--- config.mk ---
export PLATFORM = sky130hd
export DESIGN_NAME = lif_neuron_array_flat
export DESIGN_NICKNAME = d
export VERILOG_FILES = /design/src/rtl/snn_pkg.sv /design/src/rtl/lif_neuron_array_if.sv /design/src/rtl/lif_neuron_array_update.sv /design/src/rtl/lif_neuron_array.sv /design/src/flat_wrapper.sv
export SDC_FILE = /design/constraint.sdc
export NUM_CORES = 1
export LEC_CHECK = 0
export ABC_AREA = 1
export CAP_MARGIN = 20
export CORE_MARGIN = 4
export CORE_UTILIZATION = 54
export CTS_CLUSTER_SIZE = 40
export DETAILED_ROUTE_END_ITERATION = 8
export HOLD_SLACK_MARGIN = 0.15
export PLACE_DENSITY = 0.75
export SYNTH_ARGS = -nofsm -noshare
export SYNTH_HDL_FRONTEND = slang
export SYNTH_SLANG_ARGS = --single-unit
--- constraint.sdc ---
create_clock -name clock -period 4.2 [get_ports clock]
set_input_delay 0.42 -clock clock [delete_from_list [all_inputs] [get_ports clock]]
set_output_delay 0.42 -clock clock [all_outputs]
set_load 0.005 [all_outputs]
--- src/rtl/snn_pkg.sv ---
`default_nettype none
// ============================================================================
// Module      : snn_pkg
// Description : Shared types and saturating arithmetic for the SNN core.
// Revision    : 1.0 - initial release
// ============================================================================
package snn_pkg;

    typedef enum logic [1:0] {
        S_IDLE  = 2'd0,
        S_SWEEP = 2'd1,
        S_EMIT  = 2'd2,
        S_DONE  = 2'd3
    } state_t;

    localparam int c_MAX_W = 32;

    // Operands are zero-extended to c_MAX_W; the result is clamped to 2^w-1.
    function automatic logic [c_MAX_W-1:0] sat_add(input logic [c_MAX_W-1:0] a,
                                                   input logic [c_MAX_W-1:0] b,
                                                   input int unsigned        w);
        logic [c_MAX_W:0] sum;
        logic [c_MAX_W:0] lim;
        sum = {1'b0, a} + {1'b0, b};
        lim = ((c_MAX_W+1)'(1) << w) - (c_MAX_W+1)'(1);
        return (sum > lim) ? lim[c_MAX_W-1:0] : sum[c_MAX_W-1:0];
    endfunction

    function automatic logic [c_MAX_W-1:0] sat_sub(input logic [c_MAX_W-1:0] a,
                                                   input logic [c_MAX_W-1:0] b);
        return (a > b) ? (a - b) : '0;
    endfunction

endpackage
`default_nettype wire

--- src/rtl/lif_neuron_array_if.sv ---
`default_nettype none
// ============================================================================
// Module      : lif_neuron_array_if
// Description : Event-in, tick and spike-out handshakes of the neuron array.
// Revision    : 1.0 - initial release
// ============================================================================
interface lif_neuron_array_if #(
    parameter int IDX_W = 3
);
    logic             evt_valid;
    logic [IDX_W-1:0] evt_idx;
    logic             evt_ready;
    logic             tick;
    logic             tick_ready;
    logic             spike_valid;
    logic [IDX_W-1:0] spike_idx;
    logic             spike_ready;

    modport master (
        output evt_valid, evt_idx, tick, spike_ready,
        input  evt_ready, tick_ready, spike_valid, spike_idx
    );

    modport slave (
        input  evt_valid, evt_idx, tick, spike_ready,
        output evt_ready, tick_ready, spike_valid, spike_idx
    );
endinterface
`default_nettype wire

--- src/rtl/lif_neuron_array_update.sv ---
`default_nettype none
// ============================================================================
// Module      : lif_update
// Description : Combinational leak / threshold / refractory step for one neuron.
// Revision    : 1.0 - initial release
// ============================================================================
module lif_update
    import snn_pkg::*;
#(
    parameter int WIDTH      = 8,
    parameter int THRESHOLD  = 20,
    parameter int LEAK       = 1,
    parameter int REFRACTORY = 2,
    parameter int RW         = 2
) (
    input  wire logic [WIDTH-1:0] i_pot,
    input  wire logic [RW-1:0]    i_refr,
    output logic      [WIDTH-1:0] o_pot,
    output logic      [RW-1:0]    o_refr,
    output logic                  o_fire
);
    localparam logic [c_MAX_W-1:0] c_THR  = THRESHOLD;
    localparam logic [c_MAX_W-1:0] c_LEAK = LEAK;
    localparam logic [RW-1:0]      c_REFR = RW'(REFRACTORY);

    logic [WIDTH-1:0] w_leaked;

    always_comb begin
        w_leaked = WIDTH'(sat_sub(c_MAX_W'(i_pot), c_LEAK));
        o_pot    = w_leaked;
        o_refr   = i_refr;
        o_fire   = 1'b0;
        // A refractory neuron is clamped to zero regardless of its stored value.
        if (i_refr != '0) begin
            o_pot  = '0;
            o_refr = i_refr - RW'(1);
        end else if (c_MAX_W'(w_leaked) > c_THR) begin
            o_pot  = '0;
            o_refr = c_REFR;
            o_fire = 1'b1;
        end
    end
endmodule
`default_nettype wire

--- src/rtl/lif_neuron_array.sv ---
`default_nettype none
// ============================================================================
// Module      : lif_neuron_array
// Description : Array of LIF neurons with event integration and a tick sweep.
// Revision    : 1.0 - initial release
// ============================================================================
module lif_neuron_array
    import snn_pkg::*;
#(
    parameter int NUM_NEURONS = 8,
    parameter int WIDTH       = 8,
    parameter int THRESHOLD   = 20,
    parameter int LEAK        = 1,
    parameter int REFRACTORY  = 2,
    localparam int IDX_W      = $clog2(NUM_NEURONS)
) (
    input  wire logic             clock,
    input  wire logic             reset_n,
    lif_neuron_array_if.slave     bus,
    input  wire logic             weight_w_en,
    input  wire logic [IDX_W-1:0] weight_idx,
    input  wire logic [WIDTH-1:0] weight_in,
    output logic                  sweep_done,
    input  wire logic [IDX_W-1:0] rd_idx,
    output logic      [WIDTH-1:0] rd_memb_pot
);
    localparam int               c_RW   = (REFRACTORY > 0) ? $clog2(REFRACTORY + 1) : 1;
    localparam logic [IDX_W-1:0] c_LAST = IDX_W'(NUM_NEURONS - 1);

    state_t           r_state, w_next;
    logic [IDX_W-1:0] r_ptr;
    logic [IDX_W-1:0] r_spike_idx;
    logic [WIDTH-1:0] r_weight [NUM_NEURONS];
    logic [WIDTH-1:0] r_pot    [NUM_NEURONS];
    logic [c_RW-1:0]  r_refr   [NUM_NEURONS];
    logic [WIDTH-1:0] w_pot_upd;
    logic [c_RW-1:0]  w_refr_upd;
    logic             w_fire;

    lif_update #(
        .WIDTH      (WIDTH),
        .THRESHOLD  (THRESHOLD),
        .LEAK       (LEAK),
        .REFRACTORY (REFRACTORY),
        .RW         (c_RW)
    ) u_update (
        .i_pot  (r_pot[r_ptr]),
        .i_refr (r_refr[r_ptr]),
        .o_pot  (w_pot_upd),
        .o_refr (w_refr_upd),
        .o_fire (w_fire)
    );

    assign bus.spike_idx = r_spike_idx;
    assign rd_memb_pot   = r_pot[rd_idx];

    always_ff @(posedge clock or negedge reset_n) begin
        if (!reset_n) r_state <= S_IDLE;
        else          r_state <= w_next;
    end

    always_comb begin
        w_next          = r_state;
        bus.evt_ready   = 1'b0;
        bus.tick_ready  = 1'b0;
        bus.spike_valid = 1'b0;
        sweep_done      = 1'b0;
        case (r_state)
            S_IDLE: begin
                bus.evt_ready  = 1'b1;
                bus.tick_ready = 1'b1;
                if (bus.tick) w_next = S_SWEEP;
            end
            S_SWEEP: begin
                if (w_fire)               w_next = S_EMIT;
                else if (r_ptr == c_LAST) w_next = S_DONE;
            end
            S_EMIT: begin
                bus.spike_valid = 1'b1;
                if (bus.spike_ready) w_next = (r_ptr == c_LAST) ? S_DONE : S_SWEEP;
            end
            S_DONE: begin
                sweep_done = 1'b1;
                w_next     = S_IDLE;
            end
            default: w_next = S_IDLE;
        endcase
    end

    // Events read the pre-write weight, and a same-cycle tick sees the updated potential.
    always_ff @(posedge clock or negedge reset_n) begin
        if (!reset_n) begin
            for (int i = 0; i < NUM_NEURONS; i++) begin
                r_weight[i] <= '0;
                r_pot[i]    <= '0;
                r_refr[i]   <= '0;
            end
            r_ptr       <= '0;
            r_spike_idx <= '0;
        end else begin
            if (weight_w_en) r_weight[weight_idx] <= weight_in;
            case (r_state)
                S_IDLE: begin
                    r_ptr <= '0;
                    if (bus.evt_valid && (r_refr[bus.evt_idx] == '0))
                        r_pot[bus.evt_idx] <= WIDTH'(sat_add(c_MAX_W'(r_pot[bus.evt_idx]),
                                                             c_MAX_W'(r_weight[bus.evt_idx]),
                                                             WIDTH));
                end
                S_SWEEP: begin
                    r_pot[r_ptr]  <= w_pot_upd;
                    r_refr[r_ptr] <= w_refr_upd;
                    if (w_fire)               r_spike_idx <= r_ptr;
                    else if (r_ptr != c_LAST) r_ptr       <= r_ptr + IDX_W'(1);
                end
                S_EMIT: begin
                    if (bus.spike_ready && (r_ptr != c_LAST)) r_ptr <= r_ptr + IDX_W'(1);
                end
                default: ;
            endcase
        end
    end
endmodule
`default_nettype wire
--- src/flat_wrapper.sv ---
// flat-port wrapper written by rule: the top's interface ports become plain ports
module lif_neuron_array_flat import snn_pkg::*;
#(
    parameter int NUM_NEURONS = 8,
    parameter int WIDTH       = 8,
    parameter int THRESHOLD   = 20,
    parameter int LEAK        = 1,
    parameter int REFRACTORY  = 2,
    localparam int IDX_W      = $clog2(NUM_NEURONS)
)
  (clock, reset_n, weight_w_en, weight_idx, weight_in, sweep_done, rd_idx, rd_memb_pot, bus_evt_valid, bus_evt_idx, bus_tick, bus_spike_ready, bus_evt_ready, bus_tick_ready, bus_spike_valid, bus_spike_idx);
  lif_neuron_array_if bus_i ();
  input  wire logic clock;
  input  wire logic reset_n;
  input  wire logic weight_w_en;
  input  wire logic [IDX_W-1:0] weight_idx;
  input  wire logic [WIDTH-1:0] weight_in;
  output logic sweep_done;
  input  wire logic [IDX_W-1:0] rd_idx;
  output logic      [WIDTH-1:0] rd_memb_pot;
  input wire logic [$bits(bus_i.evt_valid)-1:0] bus_evt_valid;
  input wire logic [$bits(bus_i.evt_idx)-1:0] bus_evt_idx;
  input wire logic [$bits(bus_i.tick)-1:0] bus_tick;
  input wire logic [$bits(bus_i.spike_ready)-1:0] bus_spike_ready;
  output wire logic [$bits(bus_i.evt_ready)-1:0] bus_evt_ready;
  output wire logic [$bits(bus_i.tick_ready)-1:0] bus_tick_ready;
  output wire logic [$bits(bus_i.spike_valid)-1:0] bus_spike_valid;
  output wire logic [$bits(bus_i.spike_idx)-1:0] bus_spike_idx;
  assign bus_i.evt_valid = bus_evt_valid;
  assign bus_i.evt_idx = bus_evt_idx;
  assign bus_i.tick = bus_tick;
  assign bus_i.spike_ready = bus_spike_ready;
  assign bus_evt_ready = bus_i.evt_ready;
  assign bus_tick_ready = bus_i.tick_ready;
  assign bus_spike_valid = bus_i.spike_valid;
  assign bus_spike_idx = bus_i.spike_idx;
  lif_neuron_array #(.NUM_NEURONS(NUM_NEURONS), .WIDTH(WIDTH), .THRESHOLD(THRESHOLD), .LEAK(LEAK), .REFRACTORY(REFRACTORY)) u_core (.clock(clock), .reset_n(reset_n), .bus(bus_i), .weight_w_en(weight_w_en), .weight_idx(weight_idx), .weight_in(weight_in), .sweep_done(sweep_done), .rd_idx(rd_idx), .rd_memb_pot(rd_memb_pot));
endmodule
== Word-level counts from Yosys, hierarchy flattened ==
Index checks and enable logic that the tools add are counted.

* RAM bits: 0
* Latch bits: 0
* Logic and storage cells: 124
* Memories: 0
* Flip-flop bits (word level): 152
* Input bits: 23
* Output and inout port bits: 15
* Bits in read-only memories: 0

* Bitwise gates (word level): 4
* Reductions and logical operators: 14
* Equality and inequality tests: 12
* Shift operators: 0
* Div/mod/pow operators: 0
* Multiply operators: 0
* $lt $le $gt $ge: 10
* Add/subtract/negate cells: 4
* Mux-type cells: 53

{| class="wikitable"
|+ Operator list
! kind !! count
|-
| 64-bit bitwise mux || 3
|-
| 64-bit one-hot mux with 2 select lines || 1
|-
| 8-bit two-way mux || 15
|-
| 8-bit binary-select mux with 3-bit select || 4
|-
| 8-bit demux with 3-bit select || 3
|-
| 64-bit two-way mux || 1
|-
| 2-bit two-way mux || 12
|-
| 16-bit bitwise mux || 1
|-
| 4-bit greater-or-equal comparator, second input constant || 4
|-
| 3-bit NOT with 4-bit output || 4
|-
| 2-bit binary-select mux with 3-bit select || 2
|-
| 4-bit by 1-bit < comparator with 1-bit output, second input constant || 3
|-
| 8-bit by 8-bit adder with 9-bit output || 1
|-
| 9-bit by 8-bit > comparator with 1-bit output, second input constant || 1
|-
| 3-bit two-way mux || 3
|-
| 3-bit one-hot mux with 3 select lines || 1
|-
| 8-bit by 1-bit > comparator with 1-bit output, second input constant || 1
|-
| 8-bit by 5-bit > comparator with 1-bit output, second input constant || 1
|-
| 2-bit one-hot mux with 4 select lines || 1
|-
| 8-bit by 1-bit subtractor with 8-bit output, second input constant || 1
|-
| 2-bit demux with 3-bit select || 1
|-
| 2-bit by 1-bit inequality test with 1-bit output, second input constant || 3
|-
| 2-bit inequality test, second input constant || 3
|-
| 1-bit logical AND || 5
|-
| 14 further kinds || 22
|}

== Depth between registers and ports, before layout ==
Gate-level depths: netlist of the first run.

* Depth in word-level cells: 11
* Gate-level depth with buffers: 23
* Depth with buffers taken out: 21

== Modules after synthesis ==
Synthesis of the first run repeated with hierarchy kept, for this count alone.

* Cells, all modules: 1,462
* Area total of the unflattened synthesis: 9,860.7 µm²

{| class="wikitable"
|+ Modules (own cells, without submodules)
! module !! area each (µm²) !! sequential area each (µm²) !! cells each !! instances
|-
| lif_neuron_array || 9,464.1 || 3,803.6 || 1,383 || 1
|-
| lif_update || 396.6 || 0.0 || 79 || 1
|}

== Least setup slack after synthesis of the first run ==
No wires, ideal clock.

* Path type: input to register
* From: input bus_evt_idx[0]
* To: register u_core.r_pot[13] (netlist bit)
* Stages: 19
* Data arrival time: 3.566 ns
* Buffers on the path: 3
* Slack: 0.488 ns
* Data required time: 4.054 ns
* Setup time: 0.146 ns
* Cell sequence: clkbuf_1 -> clkbuf_1 -> buf_1 -> nand2_1 -> o211ai_1 -> inv_1 -> nor4_1 -> fa_1 -> nor2_1 -> o21ai_0 -> nand2_1 -> a21oi_1 -> o21ai_0 -> nand2_1 -> nand2_1 -> a21oi_1 -> inv_1 -> a21oi_1 -> o22ai_1

* Cells in the longest elaborated chain, start to end: 10
* Elaborated cells between the ends (all ways): 25
* Classes of those cells: add/sub: 1; order compare: 3; eq/ne: 1; mux: 15; bitwise: 1; reduce/logical: 4

{| class="wikitable"
|+ RTL lines
! what !! line !! RTL
|-
| from (decl) || flat_wrapper.sv:22 || <nowiki>input wire logic [$bits(bus_i.evt_idx)-1:0] bus_evt_idx;</nowiki>
|-
| 3-bit NOT with 4-bit output (implied by the code) (*) || lif_neuron_array.sv:105, lif_neuron_array.sv:106, lif_neuron_array.sv:107 ||
|-
| 8-bit binary-select mux with 3-bit select, on equally long branches || lif_neuron_array.sv:106, lif_neuron_array.sv:107 ||
|-
| 8-bit two-way mux, on equally long branches (2 in a row) || lif_neuron_array.sv:106, lif_neuron_array.sv:107 ||
|-
| 8-bit by 8-bit adder with 9-bit output || snn_pkg.sv:24 || <nowiki>sum = {1'b0, a} + {1'b0, b};</nowiki>
|-
| 9-bit by 8-bit > comparator with 1-bit output || snn_pkg.sv:26 || <nowiki>return (sum > lim) ? lim[c_MAX_W-1:0] : sum[c_MAX_W-1:0];</nowiki>
|-
| 8-bit two-way mux || snn_pkg.sv:26 ||
|-
| 64-bit bitwise mux || lif_neuron_array.sv:106 || <nowiki>r_pot[bus.evt_idx] <= WIDTH'(sat_add(c_MAX_W'(r_pot[bus.evt_idx]),</nowiki>
|-
| 64-bit two-way mux || lif_neuron_array.sv:105 || <nowiki>if (bus.evt_valid && (r_refr[bus.evt_idx] == '0))</nowiki>
|-
| 64-bit one-hot mux with 2 select lines || lif_neuron_array.sv:102 || <nowiki>case (r_state)</nowiki>
|-
| to (signal, indexed assignment) || lif_neuron_array.sv:106 ||
|-
| to (signal, indexed assignment) || lif_neuron_array.sv:111 || <nowiki>r_pot[r_ptr] <= w_pot_upd;</nowiki>
|-
| to (decl) || lif_neuron_array.sv:34 || <nowiki>logic [WIDTH-1:0] r_pot [NUM_NEURONS];</nowiki>
|}

Mark *: on every way between the ends. The rest lies on a longest branch, timed or not. The select of a mux whose other input is x is not followed.
A chain may end at the register's enable or synchronous reset.

== Worst setup path in the final report of the first run ==
* From: register u_core.r_ptr[2]
* To: register u_core.r_pot[42] (netlist bit)

* Cells in the longest elaborated chain, start to end: 11
* Elaborated cells between the ends (all ways): 21
* Classes of those cells: add/sub: 1; order compare: 4; mux: 13; bitwise: 1; reduce/logical: 2

{| class="wikitable"
|+ RTL lines
! what !! line !! RTL
|-
| from (decl) || lif_neuron_array.sv:31 || <nowiki>logic [IDX_W-1:0] r_ptr;</nowiki>
|-
| from (signal assigned) || lif_neuron_array.sv:114 || <nowiki>else if (r_ptr != c_LAST) r_ptr <= r_ptr + IDX_W'(1);</nowiki>
|-
| from (signal assigned) || lif_neuron_array.sv:117 || <nowiki>if (bus.spike_ready && (r_ptr != c_LAST)) r_ptr <= r_ptr + IDX_W'(1);</nowiki>
|-
| 3-bit NOT with 4-bit output (implied by the code) (*) || lif_neuron_array.sv:47, lif_neuron_array.sv:48, lif_neuron_array.sv:111 ||
|-
| 8-bit binary-select mux with 3-bit select || lif_neuron_array.sv:47 || <nowiki>.i_pot (r_pot[r_ptr]),</nowiki>
|-
| 8-bit two-way mux (implied by the code) (2 in a row) || lif_neuron_array.sv:47 ||
|-
| 8-bit by 1-bit subtractor with 8-bit output or 8-bit by 1-bit > comparator with 1-bit output (tied branches) || snn_pkg.sv:31 || <nowiki>return (a > b) ? (a - b) : '0;</nowiki>
|-
| 8-bit two-way mux || snn_pkg.sv:31 ||
|-
| 8-bit by 5-bit > comparator with 1-bit output || lif_neuron_array_update.sv:37 || <nowiki>end else if (c_MAX_W'(w_leaked) > c_THR) begin</nowiki>
|-
| 8-bit two-way mux || lif_neuron_array_update.sv:37 ||
|-
| 8-bit two-way mux || lif_neuron_array_update.sv:34 || <nowiki>if (i_refr != '0) begin</nowiki>
|-
| 64-bit bitwise mux (*) || lif_neuron_array.sv:111 ||
|-
| 64-bit one-hot mux with 2 select lines (*) || lif_neuron_array.sv:102 ||
|}

Marks and branches as above.

==> flow_summary.yaml, run 1 <==
status:
  outcome: "complete, no violations"
sta:
  grt_setup_unrepaired: "no"
  max_frequency_mhz: 263
  worst_clock_skew_ns: 0.0119
  final.min_clock_period_ns: 3.80
  post-route-period-util_pct: 90.5
  final_hold_viol_count: 0
  final_max_slew_viols: 0
  maxSlewHeadroom_pct: 50.0
  timing.setup.tns_ns: 0
  timing.final.setup_violations: 0
  timing_worst_slew_pin_value_ns: 0.749
drt:
  routedWlPerCell_um: 18.7
  route.detailed.drc: 0
  avgViaCountPerCell: 6.06
  routed_wl_mm: 29.0
  firstDrtPassIters: 6
  ant_nets: 0
  routed-via-count: 9410
  drt_iter0_markers: 1292
finish:
  area.growth.synth_to_final_pct: 14.5
  postLayoutCoreUtil_pct: 63.5
  footprint_of_the_multi_input_gates_um2: 4540
  layout.filler_cells: 1477
  antennaDiodeCount: 0
  seqCellArea_um2: 3800
  design_area_um2: 10600
  finalNetCount: 1360
  layout-drive-gt1-share_pct: 7.66
global_routing:
  grt_max_degree: 111
  grt-ovfl-total: 0
  antenna_found_initial: 0
  first_pass_grt_wire_length_mm: 46.4
  first_global_vias: 8732
  grt_use_total_pct: 29.9
floorplanning:
  chipWidth_um: 139
  core_area_um2: 16600
  die_h_um: 139
  initial_core_util_pct: 55.5
  dieArea_um2: 19300
  io_pins: 38
  placement_row_count: 47
synthesis:
  synthFlopType: "sky130_fd_sc_hd__dfrtp_1"
  synth_edf_count: 0
  postSynth.asyncResetShare_pct: 100
  yosysWarnings: 0
  synth.lib_cells_used.distinct: 38
  netlist_area_um2: 9230
  synthesized_instance_count: 1272
  syn_nets: 1312
  synth_seq_cells: 152
  avgSynthCellArea_um2: 7.26
  ys_seq_area_share_pct: 41.2
min_path:
  hp-class: "in -> async"
power_and_ir_drop:
  power_density_nw_per_um2: 762
  vdd_drop_max_mv: 0.477
  leak_pwr_nw: 5.10
clock_tree:
  htree_levels: 4
  cts_num_sinks: 152
  cts-buffers-inserted: 17
  clk_root_buffer_cell: "sky130_fd_sc_hd__clkbuf_16"
  clockBufferDepth: 2
  worst_skew_pair.late_latency_ns: 0.43
  clkTransAtPathRegs_ns: 0.06
  cts_setup_buffers: 0
  clock_tree_from_tritoncts: "yes"
critical_path:
  worst_setup_path_end_kind: "register"
  worstPathBufferInverterCount: 3
  cell_chain_critical_path: "inv_1 > nor2_2 > nand3_1 > nand2_1 > nor2_2 > ha_1 > or2_2 > nand2_1 > nor2_2 > nand2_4 > inv_4 > nor2_8 > nand2_1 > nand3_2 > clkinv_2 > nand4_1 > a21oi_1"
  startpoint_type: "register"
  timing.critical_path.required_ns: 4.51
  worst-path-max-fanout: 40
  cpPeakStageDelay_ns: 0.57
  slowest_stage: "sky130_fd_sc_hd__nor2_2"
  critical_path.top_delay_family: "simple AND/OR/NAND/NOR gates"
  path_class: "reg -> reg"
  cp_data_arrival_time_ns: 4.11
placed_design:
  place_congestion: 0.982
  detailed_place_hpwl_mm: 20.8
  dpl-instance-area_um2: 9940
  port-buffer-count: 37
flow_run:
  number_of_violations_of_the_max_capacitance_limit: 0
[worst paths after layout]
check | depth (start not counted) | to | slack, ns | start
worst max-delay path | 17 | u_core.r_pot[42] | 0.40 | u_core.r_ptr[2]
worst min-delay path | 2 | u_core.r_pot[30] | 0.35 | reset_n
worst max register to register | 17 | u_core.r_pot[42] | 0.40 | u_core.r_ptr[2]
worst min register to register | 2 | u_core.r_weight[41] | 0.48 | u_core.r_weight[41]
max in group asynchronous | 4 | u_core.r_pot[24] | 2.81 | reset_n
min in group clock | 2 | u_core.r_weight[41] | 0.48 | u_core.r_weight[41]
[flip-flops by register name, indices dropped and copies added (netlist names)]
register / count
u_core.bus.spike_idx: 3
u_core.r_pot: 64
u_core.r_ptr: 3
u_core.r_refr: 16
u_core.r_state: 2
u_core.r_weight: 64
[layout by cell type, fill, tap and decap left out, types with 8 or more instances in the layout]
master,n
sky130_fd_sc_hd__nand2_1,266
sky130_fd_sc_hd__o21ai_0,176
sky130_fd_sc_hd__inv_1,154
sky130_fd_sc_hd__dfrtp_1,152
sky130_fd_sc_hd__a21oi_1,145
sky130_fd_sc_hd__nor2_1,79
sky130_fd_sc_hd__nand3_1,71
sky130_fd_sc_hd__buf_4,40
sky130_fd_sc_hd__clkdlybuf4s50_1,35
sky130_fd_sc_hd__nand4_1,30
sky130_fd_sc_hd__o22ai_1,27
sky130_fd_sc_hd__o21ai_1,17
sky130_fd_sc_hd__clkbuf_16,17
sky130_fd_sc_hd__ha_1,16
sky130_fd_sc_hd__a22oi_1,15
sky130_fd_sc_hd__o211ai_1,13
sky130_fd_sc_hd__a31oi_1,10
sky130_fd_sc_hd__a221oi_1,8
[synthesized netlist by cell type (6+ instances only)]
cell type / number / share of area (%)
sky130_fd_sc_hd__a21oi_1: 146 / 7.9
sky130_fd_sc_hd__a221oi_1: 8 / 0.76
sky130_fd_sc_hd__a22oi_1: 15 / 1.2
sky130_fd_sc_hd__a31oi_1: 10 / 0.68
sky130_fd_sc_hd__buf_6: 8 / 0.98
sky130_fd_sc_hd__clkbuf_1: 32 / 1.3
sky130_fd_sc_hd__dfrtp_1: 152 / 41
sky130_fd_sc_hd__ha_1: 16 / 2.2
sky130_fd_sc_hd__inv_1: 154 / 6.3
sky130_fd_sc_hd__nand2_1: 266 / 11
sky130_fd_sc_hd__nand3_1: 71 / 3.8
sky130_fd_sc_hd__nand4_1: 30 / 2.0
sky130_fd_sc_hd__nor2_1: 79 / 3.2
sky130_fd_sc_hd__nor2_2: 6 / 0.41
sky130_fd_sc_hd__o211ai_1: 13 / 1.1
sky130_fd_sc_hd__o21ai_0: 176 / 9.5
sky130_fd_sc_hd__o21ai_1: 17 / 0.92
sky130_fd_sc_hd__o22ai_1: 27 / 1.8
[layout make-up]
type / instances / share of cell area, %
Timing Repair Buffer: 81 / 7.04
Tap cell: 220 / 2.60
Multi-Input combinational cell: 906 / 43.0
Clock inverter: 11 / 1.41
Sequential cell: 152 / 36.0
Clock buffer: 20 / 4.22
Inverter: 162 / 5.79
[power breakdown]
group / switching, mW / leakage (nW) / internal [mW]
clock network: 0.624 / 0.294 / 0.949
logic: 2.91 / 2.92 / 1.25
registers: 0.355 / 1.88 / 1.97
total: 3.89 / 5.10 / 4.17
[layer usage]
metal | track usage, % | part of all wire (%) | wire length (um) | up-vias
met1 | 41.8 | 43 | 12400 | 4420
met3 | 5.69 | 8.8 | 2550 | 68
li1 | - | - | - | 4411
met2 | 46.4 | 45 | 13100 | 511
met4 | 11.9 | 3.2 | 935 | 0
met5 | 0 | 0 | 0 | -
[stage by stage]
| stage | instances | hold WS, ns | total power [mW] | setup slack (ns) |
|---|---|---|---|---|
| global route | 1552 | 0.368 | 8.62 | 0.134 |
| global placement | 1519 | 0.461 | 6.31 | 0.226 |
| detailed placement | 1519 | 0.467 | 6.38 | 0.0635 |
| floorplan | 1272 | 0.124 | 5.23 | 0.488 |
| CTS | 1550 | 0.182 | 7.96 | 0.475 |
| finish | 1552 | 0.353 | 8.06 | 0.401 |
[timing repair]
item | in CTS | in global routing
hold buffers | 0 | 1
endpoints found under the setup margin | 0 | 1
endpoints found under the hold margin | 0 | 8
gates resized for setup | 0 | 1
[cells by family (layout without fill, tap and decap cells)]
| group | after synthesis | count (layout) | share of synthesized area [%] |
|---|---|---|---|
| AO/OA/AOI/OAI | 415 | 415 | 24.2 |
| XOR/XNOR | 2 | 2 | 0.190 |
| adder cells (fa/ha/maj) | 17 | 17 | 2.39 |
| flip-flops | 152 | 152 | 41.2 |
| AND/OR/NAND/NOR | 472 | 472 | 22.4 |
| buffers and inverters | 214 | 274 | 9.62 |
Note: power is estimated with default switching activity, not from simulation.
==> run 2, diff against run 1 <==
--- a/config.mk
+++ b/config.mk
@@ -5,14 +5,13 @@
 export SDC_FILE = /design/constraint.sdc
 export NUM_CORES = 1
 export LEC_CHECK = 0
-export ABC_AREA = 1
 export CAP_MARGIN = 20
 export CORE_MARGIN = 4
 export CORE_UTILIZATION = 54
 export CTS_CLUSTER_SIZE = 40
 export DETAILED_ROUTE_END_ITERATION = 8
 export HOLD_SLACK_MARGIN = 0.15
-export PLACE_DENSITY = 0.75
+export PLACE_DENSITY = 0.72
 export SYNTH_ARGS = -nofsm -noshare
 export SYNTH_HDL_FRONTEND = slang
 export SYNTH_SLANG_ARGS = --single-unit
==> run 2 against run 1 <==
- setup slack got worse by 0.018 ns
- synthesized cell count shrank 33%
- hold slack better by 0.15 ns
- count of clock-buffer cells in the layout up 2
- die area is 0.87% higher
- cell count down 26%
- combinational power rose by 6.5%
- register-to-register slack better by 0.07 ns
- first-iteration DRC count fell by 16%
- critical endpoint is now u_core.r_pot[7]
- largest cell class unchanged
==> flow_summary.yaml, run 2 <==
sta:
  post-route-period-util_pct: 90.9
  hold_ws_ns: 0.505
  timing.setup.tns_ns: 0
  timing_worst_slew_pin_value_ns: 1.07
  grt_setup_unrepaired: "no"
  max_frequency_mhz: 262
  maxSlewHeadroom_pct: 28.1
  timing.final.setup_violations: 0
  worst_clock_skew_ns: 0.00984
  final_hold_viol_count: 0
  final.min_clock_period_ns: 3.82
  final_max_slew_viols: 0
critical_path:
  cpPeakStageDelay_ns: 0.46
  cp_data_arrival_time_ns: 4.14
  timing.critical_path.required_ns: 4.52
  worst-path-max-fanout: 20
  cell_chain_critical_path: "buf_2 > nor2b_1 > buf_4 > a22oi_1 > o22a_1 > o21ai_0 > ha_1 > nor2b_1 > o21ai_0 > a21boi_0 > o21ai_0 > nand2_1 > nor4b_1 > a311oi_1 > buf_4 > a22o_1"
  cpMostUsedCell: "sky130_fd_sc_hd__o21ai_0"
  slowest_stage: "sky130_fd_sc_hd__buf_2"
  path_class: "in -> reg"
  worst_setup_path_end_kind: "register"
  startpoint_type: "input port"
clock_tree:
  worst_skew_pair.late_latency_ns: 0.43
  htree_levels: 4
  cts_setup_buffers: 0
  clkTransAtPathRegs_ns: 0.06
  clockBufferDepth: 2
  cts_num_sinks: 152
  clk_root_buffer_cell: "sky130_fd_sc_hd__clkbuf_16"
  clock_tree_from_tritoncts: "yes"
  cts-buffers-inserted: 17
power_and_ir_drop:
  leak_pwr_nw: 4.51
  power_density_nw_per_um2: 784
  vdd_drop_max_mv: 0.667
  report.power.total_mw: 8.43
finish:
  finalNetCount: 959
  antennaDiodeCount: 0
  final_common_cell: "sky130_fd_sc_hd__dfrtp_1"
  layout-drive-gt1-share_pct: 24.8
  area.growth.synth_to_final_pct: 15.4
  layoutNonFillerInstCount: 1152
  largest_registers: "u_core.r_pot x64, u_core.r_weight x64, u_core.r_refr x16"
  design_area_um2: 10800
  mostFrequentLayoutCells: "sky130_fd_sc_hd__dfrtp_1, sky130_fd_sc_hd__mux2_2, sky130_fd_sc_hd__nand2_1, sky130_fd_sc_hd__buf_4, sky130_fd_sc_hd__o21ai_0"
drt:
  ant_nets: 0
  firstDrtPassIters: 6
  met1_routed_length_mm: 10.9
  met3_length_mm: 2.75
  avgViaCountPerCell: 6.82
  top_layer_used: "met4"
  routed-via-count: 7858
  wl_met2_mm: 12.9
  route.detailed.drc: 0
  drt_iter0_markers: 1090
  routed_wl_mm: 27.8
  routedWlPerCell_um: 24.1
global_routing:
  antenna_found_initial: 0
  grt-ovfl-total: 0
  first_pass_grt_wire_length_mm: 44.4
  grt_use_total_pct: 29.0
  first_global_vias: 7940
  grt_max_degree: 88
floorplanning:
  core_area_um2: 16800
  chipWidth_um: 139
  dieArea_um2: 19400
  initial_core_util_pct: 55.6
  die_h_um: 139
  io_pins: 38
  placement_row_count: 47
synthesis:
  synth_seq_cells: 152
  synth_edf_count: 0
  ys_seq_area_share_pct: 40.8
  synth.top_cells.by_area: "sky130_fd_sc_hd__dfrtp_1, sky130_fd_sc_hd__mux2_2, sky130_fd_sc_hd__mux4_2"
  yosysWarnings: 0
  synthMostInstantiatedCell: "sky130_fd_sc_hd__dfrtp_1"
  synth_largest_area_cell: "sky130_fd_sc_hd__dfrtp_1"
  synth_top_area_share_pct: 40.8
  syn_nets: 894
  avgSynthCellArea_um2: 10.9
  synthFlopType: "sky130_fd_sc_hd__dfrtp_1"
  synth_common_cells: "sky130_fd_sc_hd__dfrtp_1, sky130_fd_sc_hd__mux2_2, sky130_fd_sc_hd__nand2_1"
  netlist_area_um2: 9320
  postSynth.asyncResetShare_pct: 100
  synth.lib_cells_used.distinct: 65
  synthesized_instance_count: 854
placed_design:
  dpl-instance-area_um2: 10200
  placedCellCount: 1119
  detailed_place_hpwl_mm: 19.9
  port-buffer-count: 37
  place_congestion: 1.02
flow_run:
  number_of_violations_of_the_max_capacitance_limit: 0
min_path:
  hp-class: "reg -> reg"
status:
  outcome: "complete, no violations"
run 2: cell count changes after synthesis, sizes merged, moves of 31 or more:
| cell | previous run | this run |
|---|---|---|
| inv | 158 | 24 |
| nor2 | 90 | 30 |
| nand2 | 267 | 97 |
| mux4 | 0 | 35 |
| mux2 | 0 | 102 |
| a21oi | 146 | 18 |
| mux2i | 0 | 43 |
| o21ai | 193 | 51 |
| o221ai | 0 | 31 |
| nand3 | 74 | 21 |
run 2: worst max-delay path, delay by kind of cell:
family	cells	cell delay, ns
fa+ha+maj	1	0.33
buf+inv	3	0.87
simple gates	4	1.12
compound gates	8	1.39
run 2: layer usage:
metal | vias to the layer above | GRT usage, %
li1 | 3384 | -
met1 | 3863 | 38.8
met2 | 495 | 45.6
met3 | 116 | 6.35
met4 | 0 | 13.1
met5 | - | 0
run 2: power by group:
part,leakage (nW),internal [mW],switching [mW]
registers,1.91,1.97,0.516
clock network,0.267,0.893,0.627
logic,2.34,1.89,2.53
run 2: logic make-up after synthesis:
family | count (synthesis) | synth area share, %
buffers and inverters | 71 | 3.18
multiplexers | 180 | 25.6
adder cells (fa/ha/maj) | 17 | 2.36
XOR/XNOR | 7 | 0.658
AND/OR/NAND/NOR | 228 | 11.7
flip-flops | 152 | 40.8
AO/OA/AOI/OAI | 199 | 15.7
run 2: stage by stage:
stage | worst slack [ns] | util, %
after floorplan | 0.0601 | -
after global placement | 0.136 | 60.7
after detailed placement | 0.0143 | 60.7
after CTS | 0.444 | 64.2
after global routing | 0.127 | 64.2
final | 0.383 | 64.2
run 2: cell type report:
type,instances,area (um^2)
clock buffers,22,454
repair buffers,93,790
multi-input cells,631,5220
clock inverters,10,121
well taps,220,275
inverters,24,90.1
fillers,1346,6000
flip-flops and latches,152,3800
run 2: repair_timing:
item,CTS,global route
resized for setup,0,0
hold buffers,1,0
hold endpoints to repair,85,0
run 2: path summary, 6_finish.rpt:
path	from	to	slack (ns)	cells past startpoint
setup / recovery	bus_evt_idx[0]	u_core.r_pot[7]	0.38	16
hold / removal	u_core.r_weight[16]	u_core.r_weight[16]	0.51	1
setup reg to reg	u_core.r_ptr[0]	u_core.r_refr[1]	0.47	11
hold reg to reg	u_core.r_weight[16]	u_core.r_weight[16]	0.51	1
max in group asynchronous	reset_n	u_core.r_weight[59]	2.56	3
min in group asynchronous	reset_n	u_core.r_state[1]	0.63	2
